--- src/rtl/mc_boot_loader.sv ---
// rtl/mc_boot_loader.sv - framed byte-stream program loader for the multi-cycle computer memory
module mc_boot_loader #(
  parameter int ADDR_W = 8,
  parameter int DATA_W = 32
) (
  input  logic              clk,
  input  logic              rst,
  input  logic [7:0]        in_data,
  input  logic              in_valid,
  output logic              in_ready,
  output logic              mem_we,
  output logic [ADDR_W-1:0] mem_addr,
  output logic [DATA_W-1:0] mem_wdata,
  output logic              cpu_rstn,
  output logic              done,
  output logic              err,
  output logic [ADDR_W:0]   words_loaded
);

  localparam logic [2:0] S_LEN_HI = 3'd0;
  localparam logic [2:0] S_LEN_LO = 3'd1;
  localparam logic [2:0] S_DATA   = 3'd2;
  localparam logic [2:0] S_CHECK  = 3'd3;
  localparam logic [2:0] S_DONE   = 3'd4;
  localparam logic [2:0] S_ERROR  = 3'd5;

  localparam logic [16:0] MAX_WORDS = 17'(2 ** ADDR_W);

  logic [2:0]  state;
  logic        armed;
  logic [7:0]  len_hi;
  logic [15:0] len;
  logic [1:0]  byte_idx;
  logic [23:0] acc;
  logic [7:0]  csum;
  logic        fire;
  logic [16:0] new_len;
  logic [16:0] next_count;

  // armed keeps in_ready low for the first cycle out of reset
  assign in_ready   = armed && (state == S_LEN_HI || state == S_LEN_LO ||
                                state == S_DATA   || state == S_CHECK);
  assign fire       = in_valid && in_ready;
  assign new_len    = {1'b0, len_hi, in_data};
  assign next_count = 17'(words_loaded) + 17'd1;

  assign done     = (state == S_DONE);
  assign err      = (state == S_ERROR);
  assign cpu_rstn = (state == S_DONE);

  always_ff @(posedge clk) begin
    if (rst) begin
      state        <= S_LEN_HI;
      armed        <= 1'b0;
      len_hi       <= '0;
      len          <= '0;
      byte_idx     <= '0;
      acc          <= '0;
      csum         <= '0;
      mem_we       <= 1'b0;
      mem_addr     <= '0;
      mem_wdata    <= '0;
      words_loaded <= '0;
    end else begin
      armed  <= 1'b1;
      mem_we <= 1'b0;
      if (fire) begin
        case (state)
          S_LEN_HI: begin
            len_hi <= in_data;
            state  <= S_LEN_LO;
          end
          S_LEN_LO: begin
            len      <= new_len[15:0];
            byte_idx <= '0;
            csum     <= '0;
            if (new_len == 17'd0 || new_len > MAX_WORDS) state <= S_ERROR;
            else                                         state <= S_DATA;
          end
          S_DATA: begin
            acc      <= {acc[15:0], in_data};
            csum     <= csum ^ in_data;
            byte_idx <= byte_idx + 2'd1;
            if (byte_idx == 2'd3) begin
              // words_loaded doubles as the word index of the word being written
              mem_we       <= 1'b1;
              mem_addr     <= words_loaded[ADDR_W-1:0];
              mem_wdata    <= {acc, in_data};
              words_loaded <= words_loaded + 1'b1;
              if (next_count == {1'b0, len}) state <= S_CHECK;
            end
          end
          S_CHECK: begin
            if (in_data == csum) state <= S_DONE;
            else                 state <= S_ERROR;
          end
          default: state <= state;
        endcase
      end
    end
  end

endmodule

--- config.mk ---
export PLATFORM = sky130hd
export DESIGN_NAME = mc_boot_loader
export DESIGN_NICKNAME = d
export VERILOG_FILES = /design/src/rtl/mc_boot_loader.sv
export SDC_FILE = /design/constraint.sdc
export NUM_CORES = 1
export LEC_CHECK = 0
export CORE_UTILIZATION = 55
export CTS_CLUSTER_DIAMETER = 40
export CTS_CLUSTER_SIZE = 14
export DETAILED_ROUTE_END_ITERATION = 8
export DONT_BUFFER_PORTS = 1
export GPL_TIMING_DRIVEN = 0
export PLACE_DENSITY_LB_ADDON = 0.05
export SLEW_MARGIN = 15
export SYNTH_ARGS = -nofsm -noshare
export SYNTH_HDL_FRONTEND = slang
export SYNTH_SLANG_ARGS = --single-unit
--- constraint.sdc ---
create_clock -name clk -period 5.2 [get_ports clk]
set_input_delay 1.04 -clock clk [delete_from_list [all_inputs] [get_ports clk]]
set_output_delay 1.04 -clock clk [all_outputs]
set_load 0.02 [all_outputs]
# Yosys cells after proc, flatten, opt, wreduce, memory -nomap -nowiden
# Index checks and enable logic that the tools add are counted.
[classes]
addsub = 3
n_lt_le_gt_ge = 1
n_eq_ne = 10
muxes = 9
bitwise_logic = 3
reduce_logical = 17
[ops]
columns = ["cell", "count"]
rows = [
  ["$logic_not 17->1", 1],
  ["$eq 10x16->1", 1],
  ["$gt 16x9->1 const B", 1],
  ["$pmux 8 s2", 1],
  ["$pmux 3 s4", 1],
  ["$add 9x1->10 const B", 1],
  ["$add 9x1->9 const B", 1],
  ["$mux 3", 3],
  ["$eq 8x8->1", 1],
  ["$reduce_and 2->1", 4],
  ["$xor 8x8->8", 1],
  ["$eq 3x2->1 const B", 2],
  ["$eq 3x3->1 const B", 2],
  ["$logic_or 1x1->1", 4],
  ["$ne 2x1->1 const B", 2],
  ["$pmux 2 s2", 1],
  ["$reduce_and 4->1", 1],
  ["$reduce_bool 4->1", 1],
  ["$eq 3x1->1 const B", 1],
  ["$logic_not 3->1", 1],
  ["$mux 1", 3],
  ["$reduce_and 3->1", 1],
  ["$reduce_or 3->1", 1],
  ["$add 2x1->2 const B", 1],
  ["other kinds (4)", 6],
]
[word_totals]
reg_bits = 112
in_bits = 11
out_inout_bits = 54
word_cells = 54

# Longest topological paths before layout
[depth]
ltp_word = 8
depth_mapped = 9
mapped_depth_nobuf = 7

# Least setup slack after synthesis
# Ideal clock, no wire load.
[synth_path]
kind = "input to register"
start = "in in_valid"
end = "reg words_loaded[8]"
setup_time_ps = 128
arrival_time_ps = 2130
t_required_ps = 5072
slack_ps = 2942
stages = 8
n_path_buf = 2
cell_sequence = "nand2_1 -> or3_1 -> buf_2 -> nor2_2 -> buf_4 -> nand3_1 -> xor2_1 -> nor2_1"
[synth_via]
elab_chain_len = 2
[synth_lines]
columns = ["element", "line_no", "text"]
rows = [
  ["start: declaration", "9", "input logic in_valid,"],
  ["$logic_and 1x1->1", "43", "assign fire = in_valid && in_ready;"],
  ["$reduce_and 3->1 (no source line)", "n/a", ""],
  ["end signal: assignment", "89", "words_loaded <= words_loaded + 1'b1;"],
  ["end: declaration", "17", "output logic [ADDR_W:0] words_loaded"],
]
# No other way between the ends.
# A chain may end at the register's enable or synchronous reset.

# Worst setup path in the final report
[layout_path]
start = "reg state[0]"
end = "out done"
[layout_via]
elab_chain_len = 1
[layout_lines]
columns = ["element", "line_no", "text"]
rows = [
  ["start: declaration", "29", "logic [2:0] state;"],
  ["start signal: assignment", "97", "default: state <= state;"],
  ["$eq 3x3->1", "n/a", ""],
  ["end: declaration", "15", "output logic done,"],
]
# No other way between the ends.

==> out/qor.yml <==
pwr-share-clk_pct: 32.3
required_ns: 4.16
path_clk_slew_ns: 0.10
report.power.total_mw: 1.46
placement.cell_area_um2: 4690
synth_nets: 595
final_design_area_no_fill_um2: 4860
max_cap_viol_count: 0
switching_share_pct: 26.1
switching_power_mw: 0.379
max_slew.worst_pin.slew_ns: 0.601
drt-pass1-iter-count: 5
slew_violations: 0
finClkSkew_ns: 0.00701
fraction_of_layout_instances_using_a_drive_strength_above_1_pct: 5.19
arrival_ns: 1.56
height_of_the_die_um: 93.1
wl_um: 10400
report.final.setup_viol: 0
final_core_utilization_pct: 61.7
worst_vdd_rail_ir_drop_mv: 0.149
insertedDiodeCount: 0
clock_insertion_delay_worst_skew_ns: 0.38
async_flop_share_pct: 0
clock_sinks: 112
numPortBuffers: 0
run_status: "finished, final reports clean"
route.detailed.wl_per_inst_um: 14.9
share_seq_of_total_power_pct: 60.6
cts_hold_repair.buffers: 0
design_internal_power_mw: 1.08
worstSetupStartpointType: "register"
ctsHtreeMaxLevel: 3
place_worst_setup_slack_ns: 2.65
globalRoute.totalOverflow: 0
critical_path_peak_fanout: 9
finalCriticalPeriod_ns: 2.60
synth_most_common_cell: "sky130_fd_sc_hd__nand2_1"
grt_antenna_before_repair: 0
first_pass_grt_wire_length_um: 17300
power-per-cell-area_nw_per_um2: 299
post_synth.cell_area_avg_um2: 7.84
number_of_drc_violations_after_detailed_routing_iteration_0: 193
cts_tree: "done"
root_buffer: "sky130_fd_sc_hd__clkbuf_8"
placement_rows: 32
initial_utilization_pct: 57.9
p_leak_nw: 1.62
setup.worst_path.class: "reg2out"
cts_inserted_buffers: 9
floorplan.die_area_um2: 8670
synth-warning-count: 0
synthToLayoutAreaGrowth_pct: 6.55
dp_hpwl_um: 7390
finalHoldViolations: 0
synth.top_cells.by_count: "sky130_fd_sc_hd__nand2_1, sky130_fd_sc_hd__dfxtp_1, sky130_fd_sc_hd__a21oi_1"
end_kind: "output pin"
postLayoutSetupSlackWorst_ns: 2.60
synthesis.area_um2: 4570
route.detailed.vias_per_inst: 5.39
drcViolationCount: 0
globalRouteTotalUtil_pct: 25.8
seq_area_frac_synth_pct: 49.1
final.period_utilization_pct: 50.0
relSlewSlack_pct: 59.6
synth-main-ff-cell: "sky130_fd_sc_hd__dfxtp_1"
synth_edf_count: 0
first_global_vias: 3524
netlist-cell-type-count: 42
netlist.area_leader.share_pct: 49.1
maximum_number_of_pins_on_one_net_before_global_route_repair: 19
p_comb_share_pct: 7.2
timing.fmax_mhz: 385
fp.coreArea_um2: 7890
max-clock-path-buffers: 2
chip_width_um: 93.1
final_nets: 606
synthTopCellsByArea: "sky130_fd_sc_hd__dfxtp_1, sky130_fd_sc_hd__nand2_1, sky130_fd_sc_hd__a21oi_1"
setup_tns_ns: 0
cts_resized: 0
gp_congestion: 0.880
post_synthesis_cells: 582
unrepaired_setup_endpoints_after_global_routing: "false"
detailroute.via_count: 3768
netlist.top_cell.by_area: "sky130_fd_sc_hd__dfxtp_1"
boundaryPins: 65
drtAntennaViolNets: 0
hp-class: "reg2reg"
synth-seq-cells: 112
post_cts_buffers: 0
flip-flops by register name, indices dropped and copies added, names as in the netlist:
| register | cells |
|---|---|
| mem_wdata | 32 |
| state | 3 |
| armed | 1 |
| words_loaded | 9 |
| len | 16 |
| byte_idx | 2 |
| mem_we | 1 |
| len_hi | 8 |
| mem_addr | 8 |
| csum | 8 |
| acc | 24 |
critical path: stages, from the launching register on:
cell and delay [ns]:
sky130_fd_sc_hd__dfxtp_1 0.32, sky130_fd_sc_hd__clkbuf_1 0.31, sky130_fd_sc_hd__nor2_1 0.11, sky130_fd_sc_hd__and2_1 0.26, sky130_fd_sc_hd__buf_4 0.19
logic make-up (layout without fill, tap and decap cells):
group	after synthesis	in the layout	synth area share, %
AND/OR/NAND/NOR	261	261	24.0
AO/OA/AOI/OAI	119	119	14.4
flip-flops	112	112	49.1
buffers and inverters	54	69	5.01
XOR/XNOR	26	26	5.15
multiplexers	8	8	1.78
adder cells (fa/ha/maj)	2	2	0.548
cell usage in the layout, fill, tap and decap left out, types with 4 or more instances in the layout:
cell type                      n
sky130_fd_sc_hd__a21oi_1      92
sky130_fd_sc_hd__a31oi_1       5
sky130_fd_sc_hd__buf_4         6
sky130_fd_sc_hd__clkbuf_1     34
sky130_fd_sc_hd__clkbuf_8      9
sky130_fd_sc_hd__clkinvlp_4    4
sky130_fd_sc_hd__dfxtp_1     112
sky130_fd_sc_hd__inv_1         8
sky130_fd_sc_hd__mux2i_1       7
sky130_fd_sc_hd__nand2_1     180
sky130_fd_sc_hd__nand3_1      11
sky130_fd_sc_hd__nand4_1       5
sky130_fd_sc_hd__nor2_1       32
sky130_fd_sc_hd__nor2b_1       6
sky130_fd_sc_hd__nor3_1        6
sky130_fd_sc_hd__nor4_1        5
sky130_fd_sc_hd__o21ai_0      12
sky130_fd_sc_hd__xnor2_1      14
sky130_fd_sc_hd__xor2_1       11
final timing paths:
path	startpoint	endpoint	slack, ns	cells after the start
max	state[0]	done	2.60	4
min	acc[19]	mem_wdata[27]	0.45	2
max reg2reg	words_loaded[0]	state[1]	2.89	7
min reg2reg	acc[19]	mem_wdata[27]	0.45	2
area by class of cell:
| class | count | area [µm²] |
|---|---|---|
| fill | 727 | 3020 |
| clock buffer | 9 | 124 |
| buffer | 46 | 199 |
| inverter | 8 | 30.0 |
| multi-input combinational | 416 | 2090 |
| sequential | 112 | 2240 |
| tap | 102 | 128 |
| clock inverter | 6 | 47.5 |
stage by stage:
stage | cells | hold slack, ns
5_1_grt | 699 | 0.479
2_1_floorplan | 582 | 0.431
4_1_cts | 699 | 0.455
6_report | 699 | 0.451
3_3_place_gp | 684 | 0.439
3_5_place_dp | 684 | 0.443
power by group through the flow:
stage	combinational [mW]	sequential, mW	clock (mW)
finish	0.104	0.882	0.470
global route	0.116	0.884	0.517
CTS	0.104	0.882	0.476
detailed placement	0.104	0.902	0
global placement	0.101	0.901	0
floorplan	0.0797	0.898	0
routing by layer:
layer	wire length (µm)	vias to the layer above	global-route usage (%)
li1	-	1929	-
met5	0	-	0
met2	4540	111	38.9
met1	5030	1716	36.6
met3	676	12	5.04
met4	138	0	9.62
Power figures use the tool's default switching activity.
